### src/rtl/decode_hazard_unit.sv
// ============================================================================
// Module   : decode_hazard_unit
// Purpose  : Decode-stage forwarding / interlock unit with a MUL EX-hold
//            counter. Define HAZARD_FWD_EN for forwarding; the default build
//            is a pure interlock against a write-through register file.
// Revision : 1.0 - initial release
// ============================================================================
`default_nettype none

module decode_hazard_unit #(
   parameter int DATA_W           = 32,
   parameter int ADDR_W           = 5,
   parameter int NUM_STAGES       = 3,
   parameter int LOAD_READY_STAGE = 1,
   parameter int MUL_LAT          = 3
) (
   input  logic                         clk,
   input  logic                         rst_n,
   input  logic                         i_id_valid,
   input  logic [ADDR_W-1:0]            i_id_rs_addr,
   input  logic [ADDR_W-1:0]            i_id_rt_addr,
   input  logic                         i_id_rs_used,
   input  logic                         i_id_rt_used,
   input  logic [DATA_W-1:0]            i_id_rs_rf,
   input  logic [DATA_W-1:0]            i_id_rt_rf,
   input  logic [ADDR_W-1:0]            i_id_dest_addr,
   input  logic                         i_id_dest_we,
   input  logic                         i_id_is_load,
   input  logic                         i_id_is_mul,
   input  logic [NUM_STAGES*DATA_W-1:0] i_stage_data,
   output logic [DATA_W-1:0]            o_rs_data,
   output logic [DATA_W-1:0]            o_rt_data,
   output logic                         o_stall,
   output logic                         o_ex_hold
);

   localparam int c_CNT_W = 4;

   logic [NUM_STAGES-1:0] r_valid;
   logic [NUM_STAGES-1:0] r_we;
   logic [NUM_STAGES-1:0] r_load;
   logic [NUM_STAGES-1:0] r_mul;
   logic [ADDR_W-1:0]     r_dest [NUM_STAGES];
   logic [c_CNT_W-1:0]    r_mul_cnt;

   logic                  w_ex_hold;
   logic                  w_issue;
   logic                  w_stall;
   logic                  w_rs_haz;
   logic                  w_rt_haz;
   logic [NUM_STAGES-1:0] w_ready;
   logic [NUM_STAGES-1:0] w_rs_match;
   logic [NUM_STAGES-1:0] w_rt_match;

   assign w_ex_hold = r_valid[0] & r_mul[0] & (r_mul_cnt != '0);

   always_comb begin
      w_ready    = '0;
      w_rs_match = '0;
      w_rt_match = '0;
      for (int k = 0; k < NUM_STAGES; k++) begin
         w_ready[k]    = ~((r_load[k] & (k < LOAD_READY_STAGE)) |
                           (r_mul[k] & (k == 0) & (r_mul_cnt != '0)));
         w_rs_match[k] = r_valid[k] & r_we[k] & (r_dest[k] == i_id_rs_addr) &
                         (i_id_rs_addr != '0);
         w_rt_match[k] = r_valid[k] & r_we[k] & (r_dest[k] == i_id_rt_addr) &
                         (i_id_rt_addr != '0);
      end
   end

`ifdef HAZARD_FWD_EN
   // Returns {hazard, data}; scanning oldest-to-youngest lets the youngest match win.
   function automatic logic [DATA_W:0] f_pick(
      input logic [NUM_STAGES-1:0]        m,
      input logic [NUM_STAGES-1:0]        rdy,
      input logic [NUM_STAGES*DATA_W-1:0] sd,
      input logic [DATA_W-1:0]            rf
   );
      logic              haz;
      logic [DATA_W-1:0] data;
      haz  = 1'b0;
      data = rf;
      for (int k = NUM_STAGES-1; k >= 0; k--) begin
         if (m[k]) begin
            haz  = ~rdy[k];
            data = sd[k*DATA_W +: DATA_W];
         end
      end
      return {haz, data};
   endfunction

   logic [DATA_W:0] w_rs_pick;
   logic [DATA_W:0] w_rt_pick;

   assign w_rs_pick = f_pick(w_rs_match, w_ready, i_stage_data, i_id_rs_rf);
   assign w_rt_pick = f_pick(w_rt_match, w_ready, i_stage_data, i_id_rt_rf);
   assign w_rs_haz  = w_rs_pick[DATA_W];
   assign w_rt_haz  = w_rt_pick[DATA_W];
   assign o_rs_data = w_rs_pick[DATA_W-1:0];
   assign o_rt_data = w_rt_pick[DATA_W-1:0];
`else
   // The write-through register file already covers a WB-stage match.
   logic w_unused_fwd;

   assign w_rs_haz     = |w_rs_match[NUM_STAGES-2:0];
   assign w_rt_haz     = |w_rt_match[NUM_STAGES-2:0];
   assign o_rs_data    = i_id_rs_rf;
   assign o_rt_data    = i_id_rt_rf;
   assign w_unused_fwd = ^{i_stage_data, w_ready,
                           w_rs_match[NUM_STAGES-1], w_rt_match[NUM_STAGES-1]};
`endif

   assign w_stall = i_id_valid & ((i_id_rs_used & w_rs_haz) |
                                  (i_id_rt_used & w_rt_haz) | w_ex_hold);
   assign w_issue = i_id_valid & ~w_stall;

   assign o_stall   = w_stall;
   assign o_ex_hold = w_ex_hold;

   always_ff @(posedge clk) begin
      if (!rst_n) begin
         r_valid   <= '0;
         r_we      <= '0;
         r_load    <= '0;
         r_mul     <= '0;
         r_mul_cnt <= '0;
         for (int k = 0; k < NUM_STAGES; k++) begin
            r_dest[k] <= '0;
         end
      end else begin
         if (!w_ex_hold) begin
            r_valid[0] <= w_issue;
            r_dest[0]  <= i_id_dest_addr;
            r_we[0]    <= w_issue & i_id_dest_we & (i_id_dest_addr != '0);
            r_load[0]  <= w_issue & i_id_is_load;
            r_mul[0]   <= w_issue & i_id_is_mul;
         end

         // While EX is frozen the held MUL must not also appear downstream.
         r_valid[1] <= r_valid[0] & ~w_ex_hold;
         r_dest[1]  <= r_dest[0];
         r_we[1]    <= r_we[0];
         r_load[1]  <= r_load[0];
         r_mul[1]   <= r_mul[0];

         for (int k = 2; k < NUM_STAGES; k++) begin
            r_valid[k] <= r_valid[k-1];
            r_dest[k]  <= r_dest[k-1];
            r_we[k]    <= r_we[k-1];
            r_load[k]  <= r_load[k-1];
            r_mul[k]   <= r_mul[k-1];
         end

         if (!w_ex_hold && w_issue && i_id_is_mul) begin
            r_mul_cnt <= c_CNT_W'(MUL_LAT - 1);
         end else if (r_mul_cnt != '0) begin
            r_mul_cnt <= r_mul_cnt - 1'b1;
         end
      end
   end

endmodule

`default_nettype wire

### config.mk
export PLATFORM = sky130hd
export DESIGN_NAME = decode_hazard_unit
export DESIGN_NICKNAME = d
export VERILOG_FILES = /design/src/rtl/decode_hazard_unit.sv
export SDC_FILE = /design/constraint.sdc
export NUM_CORES = 1
export LEC_CHECK = 0
export ABC_AREA = 1
export CAP_MARGIN = 20
export CORE_AREA = 3 3 96 98
export CTS_CLUSTER_SIZE = 24
export DETAILED_ROUTE_END_ITERATION = 8
export DIE_AREA = 0 0 99 101
export GPL_TIMING_DRIVEN = 0
export PLACE_DENSITY = 0.77
export SYNTH_ARGS = -nofsm -noshare
export SYNTH_HDL_FRONTEND = slang
export SYNTH_SLANG_ARGS = --single-unit
### constraint.sdc
create_clock -name clk -period 1.7 [get_ports clk]
set_clock_uncertainty 0.2 [all_clocks]
set_input_delay 0.255 -clock clk [delete_from_list [all_inputs] [get_ports clk]]
set_output_delay 0.255 -clock clk [all_outputs]
set_load 0.02 [all_outputs]
==> impl_metrics.ini, run 1 <==
[run_status]
status = complete, but fails checks
violations = negative setup slack

[cells_and_area]
drive_above_1_share_pct = 34.3
final_nets = 534
syn2layout_area_growth_pct = 68.1
final_common_cell = clkdlybuf4s50_1
nFillCells = 901
layout.cells.non_filler = 458
antenna_cells = 0
layout_common_cells = 74 x clkdlybuf4s50_1, 72 x buf_4, 60 x nand2_1, 27 x inv_1, 16 x nor2_1
multiInputGateArea_sq_um = 638
final-seq-area_sq_um = 482

[timing]
setup_ws_ns = -0.318
max_freq_mhz = 496
fin_hold_ws_ns = 0.117
fin_setup_tns_ns = -1.05
grt_setup_unrepaired = true
finalCritPeriodShare_pct = 119
fin_crit_ns = 2.02
hold_violations = 0
maxSlewViolCount = 0
setup_viol = 8

[pwr]
switching_share_pct = 30.6
clkPwrFrac_pct = 21.6
combPwrFrac_pct = 41.0
power_density_nw_per_um2 = 493
total_leakage_power_nw = 1.43
vdd_drop_max_mv = 0.346
p_switching_w = 0.000429
internal-power_w = 0.000973
seqPwrFrac_pct = 37.5

[cts]
cts_tree = done
htreeDepth = 1
clkSinkCount = 19
cts.path.max_buffers = 2
cts.clk_slew.worst_paths_ns = 0.06
cts_hold_buf = 0
cts-root-buf = clkbuf_8
worst_skew_pair.late_latency_ns = 0.25
cts_buffers = 3

[logic_synthesis]
netlist_area_sq_um = 1690
ys_seq_area_share_pct = 28.4
yosysWarnings = 0
yosys.cell_types.count = 28
synth-seq-cells = 19
postSynthAreaPerCell_sq_um = 6.80
netlist_instances = 249

[die]
io_pins = 249
initial_core_util_pct = 19.8
dieWidth_microns = 99
core_area_sq_um = 8550
die_h_microns = 101
dieArea_sq_um = 10000
std_cell_rows = 34

[route]
drt-initial-drc-count = 83
ant_nets = 0
drc = 0
routed_wl_microns = 6550
via_count = 1772
wl_per_cell_microns = 14.3
viasPerCell = 3.87
first_pass_iters = 4

[global_routing]
grt_first_pass_wirelength_microns = 9100
grt_max_degree = 11
grt_usage_pct = 12.1
grt_overflow_total = 0
grt_pass1_vias = 1721
antenna_found_initial = 1

[run]
drv_cap = 0

[placement]
dpl.hpwl_microns = 5590
place_worst_setup_slack_ns = -0.942
routabilityCongestion = 0.889
dp.cells = 447
port_buffers = 86

[setup_path]
cp.arrival_ns = 1.56
cp-start-kind = flop
crit_chain = nand2_1, nand2_1, nor2_1, nand3_1, nand2_2, nand2_2, nand3_2, nand2_1, inv_1, buf_6
cp_common_cell = nand2_1
crit_type = flop to output port
max_stage_delay_ns = 0.46
crit_fanout = 4
crit_path_end_kind = output port
required_ns = 1.24
cp_slowest_cell = edfxtp_1

[hold_path]
hp-class = input port to flop
repair_timing:
action                                  in CTS  in global routing
gates resized for setup                     22                 19
cloned                                       0                  0
endpoints found under the hold margin        0                  0
pin swaps                                    8                 15
endpoints found under the setup margin       2                  9
buffers inserted                             4                  3
cell type report:
class,count,share of cell area [%]
Timing Repair Buffer,93,31.6
Clock buffer,4,1.58
Multi-Input combinational cell,126,22.4
Tap cell,108,4.75
Sequential cell,19,16.9
Inverter,42,5.54
Buffer,66,17.2
synth_stat cells:
| cell type | number | area share, % |
|---|---|---|
| nand2_1 | 66 | 15 |
| buf_4 | 64 | 28 |
| inv_1 | 29 | 6.4 |
| nor2_1 | 21 | 4.7 |
| inv_2 | 12 | 2.7 |
| edfxtp_1 | 10 | 18 |
| dfxtp_1 | 9 | 11 |
| o21ai_1 | 5 | 1.5 |
| nand3_1 | 4 | 1.2 |
| a21oi_1 | 3 | 0.89 |
| nand2_2 | 3 | 1.1 |
| nor2_4 | 3 | 2.0 |
| a22oi_1 | 2 | 0.89 |
| nand3_2 | 2 | 1.2 |
| nand4_1 | 2 | 0.74 |
| o21ai_0 | 2 | 0.59 |
| a21oi_2 | 1 | 0.52 |
| clkbuf_1 | 1 | 0.22 |
| clkbuf_2 | 1 | 0.30 |
| clkinv_1 | 1 | 0.22 |
| conb_1 | 1 | 0.22 |
| nand4_2 | 1 | 0.74 |
| nor2_2 | 1 | 0.37 |
| nor3_1 | 1 | 0.30 |
| nor3_2 | 1 | 0.59 |
| o21a_1 | 1 | 0.44 |
| or2_2 | 1 | 0.37 |
| xor2_1 | 1 | 0.52 |
per-stage QoR:
stage	utilization [%]	cell area (sq um)	total power (W)
floorplan	-	1710	0.000844
global placement	31.6	2700	0.00109
detailed placement	31.6	2700	0.00110
CTS	32.4	2770	0.00140
global route	33.3	2850	0.00147
finish	33.3	2850	0.00140
power groups by stage:
stage	Clock [W]	Sequential [W]	Combinational (W)
2_1_floorplan	0	0.000528	0.000316
3_3_place_gp	0	0.000532	0.000563
3_5_place_dp	0	0.000533	0.000566
4_1_cts	0.000312	0.000523	0.000564
5_1_grt	0.000324	0.000527	0.000620
6_report	0.000302	0.000525	0.000575
metal layers:
layer	global-route usage [%]	share of wire (%)
met2	17.2	39
met3	13.4	27
met4	2.31	0.90
met5	0	0.20
met1	12.1	33
kinds of logic (layout without fill, tap and decap cells):
group                     count (synthesis)  count (layout)  synth area share (%)
and+or+nand+nor                         106             106                  27.9
buffers and inverters                   108             205                  38.2
xor gates and xnor gates                  1               1                 0.517
other                                     1               5                 0.222
AOI/OAI and AO/OA                        14              14                  4.80
DFF                                      19              19                  28.4
critical path: cells and delay by family, from the launching register on:
| family | cells | cell delay (ns) |
|---|---|---|
| DFF | 1 | 0.46 |
| buffers and inverters | 2 | 0.17 |
| and+or+nand+nor | 8 | 0.68 |
sequential cells by signal, summed over array words and instances, names as in the netlist:
register   flops
r_we           2
r_mul          1
r_mul_cnt      4
r_dest        10
r_valid        2
worst paths after layout:
kind / from / slack [ns] / cells past startpoint / end
worst max-delay path: r_dest[0][0] / -0.32 / 10 / o_stall
worst min-delay path: rst_n / 0.12 / 3 / r_we[1]
worst max register to register: r_dest[0][2] / -0.23 / 14 / r_we[0]
worst min register to register: r_we[0] / 0.26 / 2 / r_we[1]
(Power assumes the default switching activity.)
==> inputs of run 2 (changes only) <==
--- a/config.mk
+++ b/config.mk
@@ -7,10 +7,11 @@
 export LEC_CHECK = 0
 export ABC_AREA = 1
 export CAP_MARGIN = 20
-export CORE_AREA = 3 3 96 98
+export CORE_AREA = 2 2 95 97
+export CTS_CLUSTER_DIAMETER = 100
 export CTS_CLUSTER_SIZE = 24
 export DETAILED_ROUTE_END_ITERATION = 8
-export DIE_AREA = 0 0 99 101
+export DIE_AREA = 0 0 97 99
 export GPL_TIMING_DRIVEN = 0
 export PLACE_DENSITY = 0.77
 export SYNTH_ARGS = -nofsm -noshare
==> constraint.sdc (replaced) <==
create_clock -name clk -period 1.9 [get_ports clk]
set_clock_uncertainty 0.2 [all_clocks]
set_input_delay 0.285 -clock clk [delete_from_list [all_inputs] [get_ports clk]]
set_output_delay 0.285 -clock clk [all_outputs]
set_load 0.02 [all_outputs]
==> run 2 against run 1 <==
The flow still finishes with violations (negative setup slack). Largest cell class unchanged. Critical endpoint unchanged. Critical path type unchanged. Sequential power shrank 10%. Power shrank 10%. Critical path depth grew 1. Largest power group unchanged. Worst hold slack gained 0.035 ns.
==> impl_metrics.ini, run 2 (synthesized netlist as in run 1, its figures left out) <==
[run_status]
status = complete, but fails checks
violations = negative setup slack

[global_routing]
antenna_found_initial = 1
grt_first_pass_wirelength_microns = 9860
grt_max_degree = 11
grt_overflow_total = 0
grt_pass1_vias = 1754
grt_usage_pct = 13.9

[cells_and_area]
layout_common_cells = 74 x clkdlybuf4s50_1, 66 x buf_4, 63 x nand2_1, 27 x inv_1, 19 x nor2_1
largest-register = r_dest
syn2layout_area_growth_pct = 65.3
drive_above_1_share_pct = 31.2
largest_reg_flops = 10
reg_top3 = r_dest x10, r_mul_cnt x4
final_common_cell = clkdlybuf4s50_1
final_nets = 530
design_area_sq_um = 2800
nFillCells = 903

[setup_path]
cp.arrival_ns = 1.60
crit_type = flop to output port
reg2reg_from = r_dest[0][2]
cp-start-kind = flop
crit_fanout = 4
crit_path_end_kind = output port
required_ns = 1.41
crit_start = r_dest[0][2]

[hold_path]
hp-class = input port to flop
min-delay-start = rst_n

[timing]
fin_crit_ns = 2.08
setup_viol = 1
max_freq_mhz = 480
grt_setup_unrepaired = true
finalCritPeriodShare_pct = 110
hold_violations = 0
setup_ws_ns = -0.182
maxSlewViolCount = 0

[pwr]
total_leakage_power_nw = 1.42
vdd_drop_max_mv = 0.287
total_power_w = 0.00126
power_density_nw_per_um2 = 450

[cts]
cts.clk_slew.worst_paths_ns = 0.07
cts.path.max_buffers = 2
cts_hold_buf = 0
cts_tree = done
cts_buffers = 3
cts-root-buf = clkbuf_8
clkSinkCount = 19
worst_skew_pair.late_latency_ns = 0.25
htreeDepth = 1

[die]
dieArea_sq_um = 9600
die_h_microns = 99
std_cell_rows = 34
initial_core_util_pct = 19.8
dieWidth_microns = 97
io_pins = 249
core_area_sq_um = 8550

[route]
viasPerCell = 3.80
routed_wl_microns = 6870
first_pass_iters = 4
drt-initial-drc-count = 110
wl_per_cell_microns = 15.1
drc = 0
via_count = 1729
ant_nets = 0

[placement]
dpl.hpwl_microns = 5990
port_buffers = 86
routabilityCongestion = 0.901
dpl-instance-area_sq_um = 2700

[run]
drv_cap = 0
## run 2: cell count changes in the layout (fill, tap and decap cells not counted), moves of 3 or more
cell,change
buf_4,-6
nor2_1,+3
nand2_1,+3
dlymetal6s2s_1,+3
dlygate4sd2_1,-3
## run 2: cell type report
cell class                 count  area (sq um)  share of cell area (%)
timing repair buffer          89           882                    31.5
clock buffer                   4          45.0                    1.61
buffer                        66           489                    17.5
multi-input combinational    126           607                    21.7
sequential                    19           480                    17.2
tap                          108           135                    4.83
antenna                        1          2.50                  0.0894
inverter                      42           158                    5.63
## run 2: per-stage QoR
step	TNS [ns]	setup WS (ns)	std cells	hold WS (ns)	utilization, %
6_report	-0.182	-0.182	455	0.152	32.7
5_1_grt	-0.315	-0.315	455	0.159	32.7
4_1_cts	-0.240	-0.240	451	0.145	32.1
3_5_place_dp	-1.31	-0.818	447	0.244	31.6
3_3_place_gp	-0.835	-0.718	447	0.235	31.6
2_1_floorplan	0	0.298	253	0.220	-
## run 2: critical path: stages (launching register included)
cell and delay, ns:
edfxtp_1 0.44, inv_1 0.07, nand2_1 0.08, nand2_1 0.08, nor2_2 0.12, nand3_1 0.11, nand2_2 0.10, nand2_2 0.06
nand3_2 0.09, nand2_2 0.06, inv_2 0.05, buf_6 0.10
## run 2: routing by layer
layer | vias to the layer above | global-route usage (%) | part of all wire, %
li1 | 871 | - | -
met1 | 745 | 13.9 | 35
met2 | 111 | 19.4 | 38
met3 | 2 | 16.0 | 26
met4 | 0 | 2.28 | 0.25
met5 | - | 0 | 0
## run 2: final timing paths
path,cells past startpoint,slack (ns),end
worst max-delay path,11,-0.18,o_stall
worst min-delay path,3,0.15,r_valid[1]
worst max register to register,11,0.12,r_mul_cnt[0]
worst min register to register,2,0.25,r_valid[1]
## run 2: power by group
part	internal, W	total [W]	leakage [nW]	switching (W)
logic	0.000271	0.000520	1.21	0.000249
clock network	0.000149	0.000269	0.0228	0.000120
registers	0.000452	0.000470	0.183	0.0000181
total	0.000871	0.00126	1.42	0.000388
## run 2: timing repair
item	CTS	global route
setup buffers	0	3
gates resized for setup	16	14
pin swaps	1	13
endpoints found under the setup margin	2	2
==> inputs of run 3 (changes only) <==
--- a/config.mk
+++ b/config.mk
@@ -14,6 +14,7 @@
 export DIE_AREA = 0 0 97 99
 export GPL_TIMING_DRIVEN = 0
 export PLACE_DENSITY = 0.77
+export SETUP_SLACK_MARGIN = 0.1
 export SYNTH_ARGS = -nofsm -noshare
 export SYNTH_HDL_FRONTEND = slang
 export SYNTH_SLANG_ARGS = --single-unit
==> constraint.sdc (replaced) <==
create_clock -name clk -period 2.2 [get_ports clk]
set_clock_uncertainty 0.2 [all_clocks]
set_input_delay 0.33 -clock clk [delete_from_list [all_inputs] [get_ports clk]]
set_output_delay 0.33 -clock clk [all_outputs]
set_load 0.02 [all_outputs]
==> run 3 against run 2 <==
The run now ends clean. Clock-buffer cell count unchanged. Wire length about the same. Critical path depth is the same. Sequential share of layout area rose by 0.10 points. Die area unchanged. Cell count is the same. Register-to-register slack gained 0.29 ns. Clock power shrank 13%. First-iteration DRC count fell by 24%. Via count grew 0.12%. Non-clock buffer count is the same. Worst setup slack gained 0.23 ns. Largest cell class unchanged. Largest power group unchanged.
==> impl_metrics.ini, run 3 (synthesized netlist as in run 1, its figures left out) <==
[global_routing]
antenna_found_initial = 1
grt_max_degree = 11
grt_pass1_vias = 1757
grt_overflow_total = 0
grt_usage_pct = 13.9
grt_first_pass_wirelength_microns = 9870

[setup_path]
crit_fanout = 4
reg2reg_from = r_dest[0][2]
cp.arrival_ns = 1.62
rrSetupSlack_ns = 0.41
critPathBufInv = 3
crit_path_end_kind = output port
critPathTopFamily = simple AND/OR/NAND/NOR gates
crit_start = r_dest[0][2]
cp_slowest_cell = edfxtp_1
cp-start-kind = flop
crit_chain = inv_1, nand2_1, nand2_1, nor2_2, nand3_1, nand2_2, nand2_2, nand3_2, nand2_2, inv_2, buf_6
max_stage_delay_ns = 0.44
required_ns = 1.67
crit_type = flop to output port
cp_common_cell = nand2_2

[cells_and_area]
layout_common_cells = 74 x clkdlybuf4s50_1, 66 x buf_4, 63 x nand2_1, 27 x inv_1, 19 x nor2_1
syn2layout_area_growth_pct = 64.4
final_nets = 530
post-route-util_pct = 32.5
reg_top3 = r_dest x10, r_mul_cnt x4
final_common_cell = clkdlybuf4s50_1
design_area_sq_um = 2780
largest_reg_flops = 10
largest-register = r_dest
drive_above_1_share_pct = 30.3

[pwr]
clkPwrFrac_pct = 21.5
seqPwrFrac_pct = 37.4
total_leakage_power_nw = 1.40
combPwrFrac_pct = 41.1
vdd_drop_max_mv = 0.247
p_switching_w = 0.000335
switching_share_pct = 30.9
total_power_w = 0.00108
power_density_nw_per_um2 = 390
internal-power_w = 0.000750

[run_status]
status = complete, no violations

[route]
routed_wl_microns = 6870
first_pass_iters = 4
viasPerCell = 3.80
ant_nets = 0
via_count = 1731
wl_per_cell_microns = 15.1
drt-initial-drc-count = 84
drc = 0

[placement]
dpl-instance-area_sq_um = 2700
dpl.hpwl_microns = 5990
port_buffers = 86
routabilityCongestion = 0.901

[cts]
cts_buffers = 3
cts_tree = done
worst_skew_pair.late_latency_ns = 0.25
clkSinkCount = 19
cts-root-buf = clkbuf_8
cts.path.max_buffers = 2
htreeDepth = 1
cts_hold_buf = 0
cts.clk_slew.worst_paths_ns = 0.07

[run]
drv_cap = 0

[hold_path]
hp-class = input port to flop
min-delay-start = rst_n

[timing]
fin_hold_ws_ns = 0.197
fin_crit_ns = 2.15
fin_setup_tns_ns = 0
maxSlewViolCount = 0
setup_viol = 0
hold_violations = 0
grt_setup_unrepaired = true
finalCritPeriodShare_pct = 97.7
max_freq_mhz = 465

[die]
die_h_microns = 99
dieArea_sq_um = 9600
std_cell_rows = 34
core_area_sq_um = 8550
dieWidth_microns = 97
initial_core_util_pct = 19.8
io_pins = 249
==> run 3: cell types whose count changed in the layout (fill, tap and decap cells not counted), sizes merged <==
cell,delta
dlygate4sd2,+4
clkbuf,-1
dlymetal6s2s,-3
==> run 3: stage by stage <==
stage / std cells / setup slack, ns
global placement: 447 / -0.508
global route: 455 / -0.0672
finish: 455 / 0.0510
floorplan: 253 / 0.553
detailed placement: 447 / -0.608
CTS: 451 / 0.0510
==> run 3: layout make-up <==
class,instances,area [sq um]
Fill cell,904,5770
Timing Repair Buffer,89,875
Multi-Input combinational cell,126,598
Buffer,66,489
Sequential cell,19,480
Inverter,42,158
Tap cell,108,135
Clock buffer,4,45.0
Antenna cell,1,2.50
==> run 3: layer usage <==
layer	part of all wire [%]	vias to the layer above	GRT usage, %
li1	-	871	-
met5	0	-	0
met2	38	120	19.3
met4	0.36	0	2.28
met1	34	736	13.9
met3	27	4	16.0
==> run 3: worst reg2reg max path, cell delays in order (launching register included) <==
cell and delay (ns):
edfxtp_1 0.47, inv_1 0.10, nand2_1 0.06, nand2_1 0.09, nor2_2 0.06, nand3_1 0.09, nand2_2 0.08, buf_4 0.14
a21oi_2 0.13, nand4_2 0.12, nand2_2 0.11, nor2_1 0.05
==> run 3: power groups by stage <==
stage	registers, W	logic [W]	clock network [W]
floorplan	0.000408	0.000244	0
global placement	0.000411	0.000441	0
detailed placement	0.000413	0.000444	0
CTS	0.000405	0.000443	0.000236
global route	0.000408	0.000479	0.000252
finish	0.000406	0.000446	0.000233
==> run 3: path summary, 6_finish.rpt <==
kind,to,cells after the start
setup / recovery,o_stall,11
hold / removal,r_valid[1],3
setup reg to reg,r_mul_cnt[0],11
hold reg to reg,r_valid[1],2
==> run 3: what timing repair did <==
action                     4_1_cts  5_1_grt
setup endpoints to repair        2        1
resized for setup               21        6
pin swaps                        2        7
setup buffers                    0        3
